$ cat config.mk
export PLATFORM = sky130hd
export DESIGN_NAME = onebit_mixer_mc
export DESIGN_NICKNAME = d
export VERILOG_FILES = /design/src/rtl/onebit_mixer_mc.sv
export SDC_FILE = /design/constraint.sdc
export NUM_CORES = 1
export LEC_CHECK = 0
export CAP_MARGIN = 20
export CORE_UTILIZATION = 45
export CTS_CLUSTER_SIZE = 40
export DETAILED_ROUTE_END_ITERATION = 10
export GPL_ROUTABILITY_DRIVEN = 0
export GPL_TIMING_DRIVEN = 0
export PLACE_DENSITY = 0.77
export SLEW_MARGIN = 15
export SYNTH_ARGS = -nofsm -noshare
export SYNTH_HDL_FRONTEND = slang
export SYNTH_SLANG_ARGS = --single-unit
$ cat constraint.sdc
create_clock -name clk -period 1.5 [get_ports clk]
set_input_delay 0.3 -clock clk [delete_from_list [all_inputs] [get_ports clk]]
set_output_delay 0.3 -clock clk [all_outputs]
set_load 0.005 [all_outputs]
$ cat src/rtl/onebit_mixer_mc.sv
`default_nettype none
// +----------------------------------------------------------------------+
// | onebit_mixer_mc: NCH-channel 1-bit RF mixer with RF stuck detection   |
// | Rev 1.0                                                               |
// +----------------------------------------------------------------------+
module onebit_mixer_mc #(
  parameter int W             = 12,
  parameter int NCH           = 1,
  parameter int SYNC_STAGES   = 2,
  parameter int STUCK_LIMIT   = 4096,
  parameter bit MUTE_ON_STUCK = 1'b1
) (
  input  logic               clk,
  input  logic               rst_n,
  input  logic               rf_in,
  input  logic [NCH*W-1:0]   lo_sin,
  input  logic [NCH*W-1:0]   lo_cos,
  input  logic               lo_valid,
  input  logic               en,
  input  logic               polarity,
  output logic               rf_out,
  output logic [NCH*W-1:0]   mix_sin,
  output logic [NCH*W-1:0]   mix_cos,
  output logic               mix_valid,
  output logic               rf_stuck
);

  localparam int                 c_cnt_w  = $clog2(STUCK_LIMIT + 1);
  localparam logic [c_cnt_w-1:0] c_lim    = c_cnt_w'(STUCK_LIMIT);
  localparam logic [c_cnt_w-1:0] c_lim_m2 = c_cnt_w'(STUCK_LIMIT - 2);
  localparam logic [W-1:0]       c_min    = {1'b1, {(W-1){1'b0}}};
  localparam logic [W-1:0]       c_max    = {1'b0, {(W-1){1'b1}}};

  logic [SYNC_STAGES-1:0] r_sync;
  logic                   r_rf_prev;
  logic [c_cnt_w-1:0]     r_cnt;
  logic                   r_stuck;
  logic [NCH*W-1:0]       r_mix_sin;
  logic [NCH*W-1:0]       r_mix_cos;
  logic                   r_valid;

  logic                   w_rf_s;
  logic                   w_neg;
  logic                   w_mute;
  logic [NCH*W-1:0]       w_mix_sin;
  logic [NCH*W-1:0]       w_mix_cos;

  // Negating the most negative code would wrap, so clamp it to the max.
  function automatic logic [W-1:0] f_mix(input logic [W-1:0] x, input logic neg);
    if (!neg)
      return x;
    else if (x == c_min)
      return c_max;
    else
      return -x;
  endfunction

  assign w_rf_s = r_sync[SYNC_STAGES-1];
  assign w_neg  = w_rf_s ^ polarity;
  assign w_mute = MUTE_ON_STUCK && r_stuck;

  for (genvar k = 0; k < NCH; k++) begin : g_ch
    assign w_mix_sin[k*W +: W] = f_mix(lo_sin[k*W +: W], w_neg);
    assign w_mix_cos[k*W +: W] = f_mix(lo_cos[k*W +: W], w_neg);
  end

  always_ff @(posedge clk or negedge rst_n) begin
    if (!rst_n) begin
      r_sync    <= '1;
      r_rf_prev <= 1'b1;
      r_cnt     <= '0;
      r_stuck   <= 1'b0;
    end else begin
      r_sync    <= {r_sync[SYNC_STAGES-2:0], rf_in};
      r_rf_prev <= w_rf_s;
      if (w_rf_s != r_rf_prev) begin
        r_cnt   <= '0;
        r_stuck <= 1'b0;
      end else begin
        if (r_cnt != c_lim)
          r_cnt <= r_cnt + 1'b1;
        // Flag lands on the edge where the count becomes STUCK_LIMIT-1.
        if (r_cnt == c_lim_m2)
          r_stuck <= 1'b1;
      end
    end
  end

  always_ff @(posedge clk or negedge rst_n) begin
    if (!rst_n) begin
      r_mix_sin <= '0;
      r_mix_cos <= '0;
      r_valid   <= 1'b0;
    end else begin
      r_valid <= lo_valid & en;
      if (!en || w_mute) begin
        r_mix_sin <= '0;
        r_mix_cos <= '0;
      end else if (lo_valid) begin
        r_mix_sin <= w_mix_sin;
        r_mix_cos <= w_mix_cos;
      end
    end
  end

  assign rf_out    = r_sync[0];
  assign mix_sin   = r_mix_sin;
  assign mix_cos   = r_mix_cos;
  assign mix_valid = r_valid;
  assign rf_stuck  = r_stuck;

endmodule
`default_nettype wire

Word-level counts from Yosys, hierarchy flattened

Index checks and enable logic that the tools add are counted.
W data, S select, Z words.

Add/sub/neg operators: 3
$mul: 0
Divide/modulo/power cells: 0
Magnitude comparators: 0
Eq/ne operators: 5
Shift-type cells: 0
Multiplexer cells: 12
Bitwise operators: 2
Reductions and logical operators: 5

Operator list:

| operator                | number |
|---|---|
| $mux W12                | 8 |
| $mux W13                | 2 |
| $eq A12 B12 Y1 const B  | 2 |
| $neg A12 Y12            | 2 |
| $add A13 B1 Y13 const B | 1 |
| $eq A13 B12 Y1 const B  | 1 |
| $ne A13 B13 Y1 const B  | 1 |
| $reduce_bool A2 Y1      | 3 |
| $mux W1                 | 2 |
| $and A1 B1 Y1           | 1 |
| $logic_not A1 Y1        | 1 |
| $logic_or A1 B1 Y1      | 1 |
| $ne A1 B1 Y1            | 1 |
| $xor A1 B1 Y1           | 1 |

Flip-flop bits (word level): 42
Bits in latches: 0
RAM bits: 0
Memory bits (read-only): 0
Word-level logic and storage cells: 34
Memories kept: 0

Logic depth before layout (Yosys ltp)

Gate-level depths: netlist of the first run.

Word-level depth: 5
Depth in mapped cells: 7

Least setup slack after synthesis of the first run

OpenSTA, ideal clock, no wires.

Path type: reg-to-reg
From: register r_sync[1]
To: register r_mix_sin[3] (netlist: mix_sin[3])
Library setup time: 0.118 ns
Arrival: 1.494 ns
Required time: 1.382 ns
Path slack: -0.112 ns
Cell stages (with the launch flop): 7
Clock period less this slack: 1.612 ns
Cell sequence: dfstp_2 > xnor2_2 > clkbuf_1 > nor2_1 > xnor2_1 > a21oi_1 > a21o_1

Longest elaborated chain between the ends: 4

Ends and longest elaborated chain:

| item                     | RTL line | text |
|---|---|---|
| start: declaration       | 34       | `logic [SYNC_STAGES-1:0] r_sync;` |
| start signal: assignment | 74       | `r_sync <= {r_sync[SYNC_STAGES-2:0], rf_in};` |
| $xor A1 B1 Y1            | 59       | `assign w_neg = w_rf_s ^ polarity;` |
| $mux W12                 | 50       | `if (!neg)` |
| $mux W12                 | 99       | `end else if (lo_valid) begin` |
| $mux W12                 | 96       | `if (!en \|\| w_mute) begin` |
| end signal: assignment   | 100      | `r_mix_sin <= w_mix_sin;` |
| end: declaration         | 38       | `logic [NCH*W-1:0] r_mix_sin;` |

No other way between the ends. The select of a mux whose other input is x is not followed.
A chain may end at the register's enable or synchronous reset.

Final worst setup path of the first run

From: register r_sync[1]
To: register r_mix_cos[4] (netlist: mix_cos[4])

Longest elaborated chain between the ends: 4

Ends and longest elaborated chain:

| item                   | RTL line | text |
|---|---|---|
| $xor A1 B1 Y1          | 59       |  |
| $mux W12               | 50       |  |
| $mux W12               | 99       |  |
| $mux W12               | 96       |  |
| end signal: assignment | 101      | `r_mix_cos <= w_mix_cos;` |
| end: declaration       | 39       | `logic [NCH*W-1:0] r_mix_cos;` |

No other way between the ends. The select of a mux whose other input is x is not followed.

==> key figures, run 1 <==
STA
  – Worst slew pin tran: roughly 0.5 ns
  – Max-slew violations: 0
  – Fmax: approximately 600 MHz
  – Setup violators final: 24
  – RSZ-0062 raised after global routing: yes
  – Final worst slack: -0.169 ns
  – Final worst-path cycle share: 111%
  – Final min period: between 1.5 and 2 ns
  – Worst rel slew slack: approximately two thirds
  – Hold WS: ~0.37 ns
  – Clock Skew: 0.0118 ns
  – Final setup TNS: -2.07 ns
  – Final Hold Fails: 0

Logic synthesis
  – Top-count cell post-synth: dfrtp_1
  – Post-Syn Instances: ~240
  – Syn_nets: around 280
  – Register bit total from synthesis: 42
  – Sequential-to-total area share from yosys stat: approximately 45%
  – Post-synth top cells: 39 x dfrtp_1, 30 x nor2_1, 24 x a21oi_1, 17 x xnor2_1, 15 x a21o_1
  – Ys flop type: dfrtp_1
  – Post-synth EDFFs: 0
  – Cell variety after synth: 42
  – Share of the synthesized area in the top cell type: ~42%
  – Yosys warns: 0
  – Syn Area/Cell: approximately 9.6 um2
  – Largest cells by area after synthesis: dfrtp_1 42%, xnor2_1 6.4%, a21oi_1 5.2%, a21o_1 4.8%, nor2_1 4.8%
  – Netlist Area Pre-Place: 0.00232 mm2
  – Fraction of registers with async set/reset: 100%
  – Area leader, netlist: dfrtp_1

Hold path
  – Worst min path class: reg -> reg
  – Min-delay src: r_sync[0]$_DFF_PN1_

Routing
  – DR pass1 iterations: 4
  – Antenna Nets Post-Route: 0
  – Detailed-route via count: approximately 2,300
  – WL per Instance: 17.6 um
  – Total Wirelength: between 6 and 7 mm
  – Initial DRC Count: 157
  – DRC violations left: 0
  – Via/cell ratio: 5.74

Setup path
  – Arrival time at the worst endpoint: ~1.9 ns
  – CP peak stage delay: between 0.6 and 0.7 ns
  – Critical path required time: 1.69 ns
  – Crit path kind: reg -> reg
  – CP Launch Type: flop
  – CP startpoint: r_sync[1]$_DFF_PN1_
  – Crit-path leading delay family: flip-flops
  – Crit path max fanout: 5
  – Worst reg2reg startpoint: r_sync[1]$_DFF_PN1_
  – CP Capture Type: flop
  – Worst path bufs/invs: 1
  – CP cell instances: xnor2_4 > buf_6 > a21oi_1 > xnor2_1 > a21oi_2 > a21o_1
  – Slowest cell on crit path: dfstp_2

Status
  – Failing checks: setup timing
  – Status: finished with violations

Cells and area
  – Post-layout util: 74.9%
  – Nets: around 360
  – Layout Area Growth over Synthesis: 56.2%
  – Layout Cells excl Fill: around 400
  – # diodes: 0
  – Layout cells sized above 1: between 20% and 30%

GRT
  – Overflow after GRT: 0
  – GRT Total Usage: 24.1%
  – Largest net degree at the start of global routing: 25
  – Vias in the first global route: about 2,100
  – Initial antenna violation count: 0
  – First-pass GRT wire length: just under 10 mm

Clock network
  – CTS max path bufs: 2
  – Clock transition at path regs: around 0.09 ns
  – Clk sinks: 42
  – Clock latency on the worst-skew pair: roughly 0.30 ns
  – Num CTS Buffers: 5
  – H-tree level count: 2
  – CTS tree: done
  – Clock Root Buffer: clkbuf_8

Placed design
  – Pre-CTS WS: -0.689 ns
  – Port buffer count: 56
  – Dpl cells: roughly 370
  – Post-DP HPWL: between 4 and 5 mm

Floorplan
  – Initial Utilization: a little under half
  – Die extent in y: 73.9 um
  – I/O pin cnt: between 50 and 60
  – Site Rows: 25
  – DIE WIDTH: between 70 and 80 um
  – Area of the core: 0.00485 mm2
  – Die area: ~0.0055 mm2

Pwr
  – Pleak: about 1.8 nW
  – Worst IR Drop VDD: roughly 700 uV
  – PD cells: 770 mW/mm2

Run
  – Number of max-cap violations: 0
==> report_power, final <==
group / switching, W / internal (W) / leakage [nW]
sequential: 0.0000563 / 0.00121 / 0.557
clock: 0.000417 / 0.000327 / 0.0441
combinational: 0.000375 / 0.000412 / 1.19
==> cell usage in the layout (no fill, tap or decap), types with 3 or more instances in the layout <==
cell / synthesis / routed
a21o_1: 15 / 15
a21oi_1: 24 / 14
a21oi_2: 2 / 12
a22o_1: 4 / 4
buf_4: 0 / 18
buf_6: 1 / 8
clkbuf_8: 0 / 5
clkdlybuf4s50_1: 0 / 27
dfrtp_1: 39 / 39
dfstp_2: 3 / 3
dlygate4sd2_1: 0 / 14
dlymetal6s2s_1: 0 / 14
inv_1: 9 / 4
inv_2: 0 / 5
nand2_1: 10 / 10
nand2b_1: 3 / 3
nand3_1: 8 / 4
nand3_2: 0 / 4
nand4_1: 4 / 4
nor2_1: 30 / 24
nor2_2: 0 / 4
nor3_4: 1 / 3
o21ai_0: 10 / 4
o21ai_1: 0 / 6
xnor2_1: 17 / 17
xor2_1: 10 / 8
==> registers in the layout, indices dropped and copies added, names as in the netlist <==
signal     count
mix_cos       12
r_sync         2
r_cnt         13
r_rf_prev      1
mix_sin       12
rf_stuck       1
mix_valid      1
==> worst reg2reg max path, stage by stage, from the launching register on <==
cell     delay, ns
dfstp_2       0.65
xnor2_4       0.12
buf_6         0.16
a21oi_1       0.20
xnor2_1       0.19
a21oi_2       0.09
a21o_1        0.16
==> metal layers <==
layer | up-vias | part of all wire, % | GRT usage [%] | routed length (um)
met5 | - | 0 | 0 | 0
met4 | 0 | 2.5 | 8.33 | 173
met3 | 22 | 6.4 | 5.08 | 446
met2 | 104 | 53 | 42.8 | 3670
met1 | 1112 | 38 | 28.7 | 2670
li1 | 1036 | - | - | -
==> cell families after synthesis <==
logic type | synth area share, %
adders and majority gates | 2.69
buffers and inverters | 3.18
DFF | 45.4
AOI/OAI and AO/OA | 19.6
muxes | 0.485
and+or+nand+nor | 17.8
xor gates and xnor gates | 10.9
==> metrics by stage <==
step	total power, W	cell area [um2]
after detailed placement	0.00189	3030
after global placement	0.00187	3010
final	0.00279	3630
after CTS	0.00270	3400
after floorplan	0.00158	2370
after global routing	0.00293	3630
==> final cells by class <==
class / instances / area [um2]
inverter: 9 / 33.8
clock inverter: 3 / 21.3
fill: 315 / 1220
timing repair buffer: 80 / 798
sequential: 42 / 1050
multi-input combinational: 182 / 1500
clock buffer: 5 / 68.8
tap: 67 / 83.8
buffer: 8 / 70.1
==> final timing paths <==
path	slack [ns]	cells past startpoint	end
worst max-delay path	-0.17	6	mix_cos[4]$_DFFE_PN0P_
worst min-delay path	0.37	0	r_sync[1]$_DFF_PN1_
worst max register to register	-0.17	6	mix_cos[4]$_DFFE_PN0P_
worst min register to register	0.37	0	r_sync[1]$_DFF_PN1_
max in group asynchronous	0.42	3	r_rf_prev$_DFF_PN1_
min in group asynchronous	0.51	2	mix_cos[2]$_DFFE_PN0P_
==> repair_timing <==
| item | CTS | global route |
|---|---|---|
| endpoints found under the hold margin | 18 | 0 |
| buffers inserted | 11 | 9 |
| pin swaps | 13 | 7 |
| setup endpoints to repair | 36 | 51 |
| resized for setup | 60 | 49 |
| gates cloned | 2 | 0 |
| hold buffers | 1 | 0 |
(Power assumes the default switching activity.)
==> run 2, diff against run 1 <==
CORE_UTILIZATION = 48   (was 45)
PLACE_DENSITY = 0.78   (was 0.77)
clock period = 1.57 ns   (was 1.5 ns; I/O delays follow)
==> run 2 against run 1 <==
Against the previous run:
- the run still ends with setup timing left
- critical endpoint is now mix_sin[9]$_DFFE_PN0P_
- cell area shrank 1.1%
- die area shrank 6.1%
- setup slack gained 0.025 ns
- largest cell class unchanged
- clock skew shrank 0.0077 ns
- critical path type is now in -> reg
- global-route usage grew 2.0 points
- final cell count shrank 5.1%
==> key figures, run 2 (synthesis results as in run 1) <==
Floorplan
  – Initial Utilization: 51.6%
  – I/O pin cnt: 57
  – Site Rows: 24
  – Die area: roughly 0.0051 mm2
  – DIE WIDTH: a little over 70 um
  – Die extent in y: a little over 70 um
  – Area of the core: 0.00450 mm2

Routing
  – Total Wirelength: 7.16 mm
  – Antenna Nets Post-Route: 0
  – WL per Instance: between 15 and 20 um
  – DRC violations left: 0
  – Detailed-route via count: 2,307
  – DR pass1 iterations: 4
  – Via/cell ratio: between 6 and 7
  – Initial DRC Count: 144

Clock network
  – Num CTS Buffers: 5
  – CTS max path bufs: 2
  – Clock latency on the worst-skew pair: roughly 0.30 ns
  – CTS tree: done
  – Clk sinks: 42
  – H-tree level count: 2
  – Clock Root Buffer: clkbuf_8
  – Clock transition at path regs: roughly 0.080 ns

STA
  – Final min period: about 1.7 ns
  – Final Hold Fails: 0
  – Worst slew pin tran: between 0.5 and 0.6 ns
  – Setup violators final: 19
  – Worst rel slew slack: between 60% and 70%
  – RSZ-0062 raised after global routing: yes
  – Final worst-path cycle share: 109%
  – Max-slew violations: 0
  – Final worst slack: -0.144 ns
  – Clock Skew: a little over 0.004 ns
  – Fmax: approximately 580 MHz

Cells and area
  – Number of flip-flops in the largest register: 13
  – Commonest non-fill, non-tap cell in the layout: dfrtp_1
  – Register name with the most flops: r_cnt
  – Layout cells sized above 1: between 20% and 30%
  – Nets: ~360
  – Most frequent cells in the layout: 39 x dfrtp_1, 35 x clkdlybuf4s50_1, 25 x nor2_1
  – Post-layout util: 79.7%
  – # diodes: 0
  – Fill cell count: roughly 250
  – Layout Area Growth over Synthesis: 54.6%
  – Design area: about 0.0036 mm2

Setup path
  – Arrival time at the worst endpoint: between 1.5 and 2 ns
  – CP Launch Type: primary input
  – Crit path kind: in -> reg
  – CP peak stage delay: ~0.56 ns
  – Slowest cell on crit path: clkdlybuf4s50_1
  – CP cell instances: clkdlybuf4s50_1 > nor3_4 > a41oi_2 > xnor2_1 > a21oi_2 > a21o_1
  – Crit path max fanout: 4
  – Critical path required time: 1.77 ns
  – CP Capture Type: flop

Pwr
  – Pleak: between 1.5 and 2 nW
  – Worst IR Drop VDD: ~740 uV
  – PD cells: between 700 and 800 mW/mm2
  – PnR Total Power: around 0.0028 W

GRT
  – Largest net degree at the start of global routing: 34
  – First-pass GRT wire length: around 10 mm
  – GRT Total Usage: a little over a quarter
  – Vias in the first global route: between 2,000 and 2,500
  – Initial antenna violation count: 0
  – Overflow after GRT: 0

Placed design
  – Post-DP HPWL: around 4 mm
  – Pre-CTS WS: -0.711 ns
  – Port buffer count: 56
  – DP Area: 0.00297 mm2

Status
  – Status: finished with violations
  – Failing checks: setup timing

Hold path
  – Worst min path class: reg -> reg

Run
  – Number of max-cap violations: 0
run 2: cell types whose count changed in the layout (fill, tap and decap cells not counted), moves of 2 or more:
cell / before / now
buf_12: 0 / 2
a31oi_4: 0 / 2
buf_2: 1 / 3
inv_1: 4 / 6
nor2b_1: 0 / 2
buf_4: 18 / 10
a21oi_1: 14 / 11
dlymetal6s2s_1: 14 / 7
a21oi_2: 12 / 15
o21ai_1: 6 / 4
clkdlybuf4s50_1: 27 / 35
inv_2: 5 / 3
run 2: path summary, 6_finish.rpt:
kind	start	end	slack [ns]	depth (start not counted)
max	lo_sin[4]	mix_sin[9]$_DFFE_PN0P_	-0.14	6
min	r_sync[0]$_DFF_PN1_	r_sync[1]$_DFF_PN1_	0.37	0
max reg2reg	r_sync[1]$_DFF_PN1_	mix_cos[3]$_DFFE_PN0P_	-0.11	7
min reg2reg	r_sync[0]$_DFF_PN1_	r_sync[1]$_DFF_PN1_	0.37	0
max in group asynchronous	rst_n	r_sync[1]$_DFF_PN1_	0.65	3
min in group asynchronous	rst_n	mix_valid$_DFF_PN0_	0.40	2
run 2: cell type report:
cell class / instances / area [um2] / share of cell area, %
flip-flops and latches: 42 / 1050 / 29.4
inverters: 9 / 33.8 / 0.941
plain buffers: 8 / 65.1 / 1.81
multi-input cells: 182 / 1510 / 41.9
clock inverters: 2 / 37.5 / 1.05
well taps: 52 / 65.1 / 1.81
repair buffers: 75 / 757 / 21.1
clock buffers: 6 / 72.6 / 2.02
run 2: repair_timing:
item / CTS / global route
hold endpoints to repair: 9 / 0
hold buffers: 1 / 0
pin swaps: 11 / 14
gates resized for setup: 55 / 52
setup buffers: 10 / 5
gates cloned: 2 / 0
endpoints found under the setup margin: 35 / 34
run 2: metrics by stage:
stage | hold slack, ns | instances | setup TNS, ns
after detailed placement | 0.201 | 350 | -14.38
after floorplan | 0.0184 | 241 | 0
final | 0.371 | 376 | -1.07
after CTS | 0.373 | 371 | -0.915
after global routing | 0.377 | 376 | -2.42
after global placement | 0.359 | 349 | -49.47
run 2: power breakdown:
group	internal [W]	switching, W
registers	0.00115	0.0000542
logic	0.000394	0.000362
clock network	0.000475	0.000391
run 2: metal layers:
layer | global-route usage [%] | vias to the layer above | wire (um)
met1 | 31.3 | 1138 | 2810
met3 | 7.03 | 31 | 496
met4 | 13.3 | 0 | 283
li1 | - | 1026 | -
met2 | 43.4 | 112 | 3560
met5 | 0 | - | 0
run 2: critical path, delay by kind of cell:
| family | cells | cell delay [ns] |
|---|---|---|
| simple gates | 1 | 0.35 |
| buf+inv | 1 | 0.56 |
| compound gates | 3 | 0.43 |
| xor+xnor | 1 | 0.26 |
==> run 3, diff against run 2 <==
SETUP_SLACK_MARGIN = 0.05   (was not set)
==> run 3 against run 2 <==
Against the previous run:
- the flow still finishes with violations (setup timing)
- sequential power about the same
- fmax shrank 5.4%
- cell area rose by 7.2%
- wire length up 20%
- critical path depth unchanged
- sequential share of layout area fell by 2.0 points
- register-to-register slack worse by 0.04 ns
- utilization rose by 5.8 points
- first-iteration DRC count is 140% higher
- critical endpoint is now mix_cos[8]$_DFFE_PN0P_
- largest cell class unchanged
- largest power group unchanged
==> key figures, run 3 (synthesis results as in run 1) <==
Routing
  – Antenna Nets Post-Route: 0
  – Initial DRC Count: approximately 350
  – DRC violations left: 0
  – WL per Instance: between 20 and 25 um
  – Detailed-route via count: 2,506
  – Total Wirelength: ~8.6 mm
  – DR pass1 iterations: 5
  – Via/cell ratio: around 6.3

STA
  – Setup violators final: 19
  – Fmax: 552 MHz
  – Final Hold Fails: 0
  – Clock Skew: between 0.015 and 0.02 ns
  – Max-slew violations: 0
  – RSZ-0062 raised after global routing: yes
  – Final worst-path cycle share: 115%
  – Worst rel slew slack: roughly 62%
  – Final worst slack: -0.242 ns
  – Worst slew pin tran: roughly 0.57 ns
  – Final min period: between 1.5 and 2 ns

Cells and area
  – Commonest non-fill, non-tap cell in the layout: dfrtp_1
  – Multi-input combinational cell area: ~0.0016 mm2
  – # diodes: 0
  – Fill cell count: 223
  – FF/Latch Area: between 0.001 and 0.0015 mm2
  – Nets: between 300 and 400
  – Number of flip-flops in the largest register: 13
  – Most frequent cells in the layout: 39 x dfrtp_1, 30 x buf_4, 28 x clkdlybuf4s50_1
  – Layout Cells excl Fill: 396
  – Layout Area Growth over Synthesis: 65.7%
  – Layout cells sized above 1: approximately a third
  – Register name with the most flops: r_cnt

Hold path
  – Hold Path Stages: 0
  – Min-delay src: r_sync[0]$_DFF_PN1_
  – Hold EP: r_sync[1]$_DFF_PN1_
  – Worst min path class: reg -> reg

Pwr
  – PD cells: a little under 800 mW/mm2
  – Worst IR Drop VDD: between 600 and 700 uV
  – Net Sw Power: ~0.00089 W
  – Net Sw Frac: between 20% and 30%
  – Clock power frac: between 20% and 30%
  – PnR Total Power: between 0.002 and 0.003 W
  – Int Power: 0.00208 W
  – Combinational Power Share: around 30%
  – Pleak: about 1.8 nW
  – Sequential power share: between 40% and 50%

Setup path
  – CP peak stage delay: around 0.46 ns
  – RR Endpoint: mix_sin[11]$_DFFE_PN0P_
  – CP Capture Type: flop
  – Worst path bufs/invs: 2
  – Critical path required time: approximately 1.7 ns
  – Worst Reg-to-Reg Cells: 6
  – CP Launch Type: primary input
  – CP cell instances: dlygate4sd2_1 > nor3_4 > buf_4 > nand3_1 > o41ai_1 > o21ai_0
  – Worst reg2reg startpoint: r_sync[1]$_DFF_PN1_
  – Crit path kind: in -> reg
  – Slowest cell on crit path: o41ai_1
  – Crit-path leading delay family: compound AO/OA/AOI/OAI gates
  – Crit path max fanout: 6
  – Arrival time at the worst endpoint: 1.95 ns
  – Reg2Reg Setup Slack: -0.15 ns

Placed design
  – Post-DP HPWL: between 4 and 5 mm
  – Port buffer count: between 50 and 60
  – Dpl cells: 350

Clock network
  – H-tree level count: 2
  – Clock latency on the worst-skew pair: between 0.3 and 0.4 ns
  – Num CTS Buffers: 5
  – CTS max path bufs: 2
  – Clock transition at path regs: 0.09 ns
  – CTS tree: done
  – Clock Root Buffer: clkbuf_8
  – Clk sinks: 42

Status
  – Failing checks: setup timing
  – Status: finished with violations

Floorplan
  – Initial Utilization: between 50% and 60%
  – DIE WIDTH: 71.6 um
  – Site Rows: 24
  – I/O pin cnt: 57
  – Die area: around 0.0051 mm2
  – Die extent in y: 71.6 um
  – Area of the core: ~0.0045 mm2

GRT
  – GRT Total Usage: around 29%
  – Vias in the first global route: approximately 2,300
  – Largest net degree at the start of global routing: 24
  – Initial antenna violation count: 0
  – Overflow after GRT: 0
  – First-pass GRT wire length: about 11 mm

Run
  – Number of max-cap violations: 0
-- run 3: power by group through the flow --
stage / sequential [W] / combinational (W) / clock (W)
final: 0.00121 / 0.000880 / 0.000877
after global routing: 0.00121 / 0.000924 / 0.000938
after CTS: 0.00120 / 0.000703 / 0.000872
after detailed placement: 0.00122 / 0.000583 / 0
after global placement: 0.00122 / 0.000563 / 0
after floorplan: 0.00122 / 0.000279 / 0
-- run 3: how the worst max path moves through the flow --
stage | start | endpoint | cells past startpoint
3_3_place_gp | rst_n | r_cnt[9]$_DFFE_PN0P_ | 1
4_1_cts | r_sync[1]$_DFF_PN1_ | mix_cos[11]$_DFFE_PN0P_ | 6
2_1_floorplan | r_sync[1]$_DFF_PN1_ | mix_cos[11]$_DFFE_PN0P_ | 5
5_1_grt | lo_cos[2] | mix_cos[8]$_DFFE_PN0P_ | 7
3_5_place_dp | lo_sin[6] | mix_sin[11]$_DFFE_PN0P_ | 6
6_report | lo_cos[2] | mix_cos[8]$_DFFE_PN0P_ | 6
-- run 3: per-layer routing --
layer	vias up	GRT usage, %	wire (um)
li1	1063	-	-
met1	1233	36.6	3330
met2	157	48.0	4320
met3	53	4.78	461
met4	0	15.7	444
met5	-	0	0
-- run 3: area by class of cell --
cell class	count	share of cell area, %
Multi-Input combinational cell	182	41.4
Sequential cell	42	27.4
Timing Repair Buffer	95	24.0
Buffer	8	1.88
Clock buffer	5	1.79
Tap cell	52	1.69
Clock inverter	3	1.04
Inverter	9	0.877
-- run 3: worst register-to-register path, delay by kind of cell (launching register included) --
family	cells	cell delay, ns
flip-flops	1	0.65
AO/OA/AOI/OAI	3	0.56
buffers and inverters	1	0.18
XOR/XNOR	1	0.13
AND/OR/NAND/NOR	1	0.11
-- run 3: metrics by stage --
step	hold slack (ns)	utilization, %	setup slack [ns]	cell area, um2	setup TNS [ns]
6_report	0.371	85.5	-0.242	3850	-1.73
5_1_grt	0.377	85.5	-0.337	3850	-2.74
4_1_cts	0.373	78.3	-0.0761	3520	-0.320
3_5_place_dp	0.308	66.4	-0.677	2990	-13.64
3_3_place_gp	0.359	65.9	-0.838	2970	-47.52
2_1_floorplan	0.0184	-	0.0219	2340	0
-- run 3: what timing repair did --
action,4_1_cts,5_1_grt
gates cloned,2,0
setup endpoints to repair,36,45
pin swaps,24,15
gates resized for setup,77,48
hold buffers,1,0
buffers inserted,19,16
hold endpoints to repair,19,0
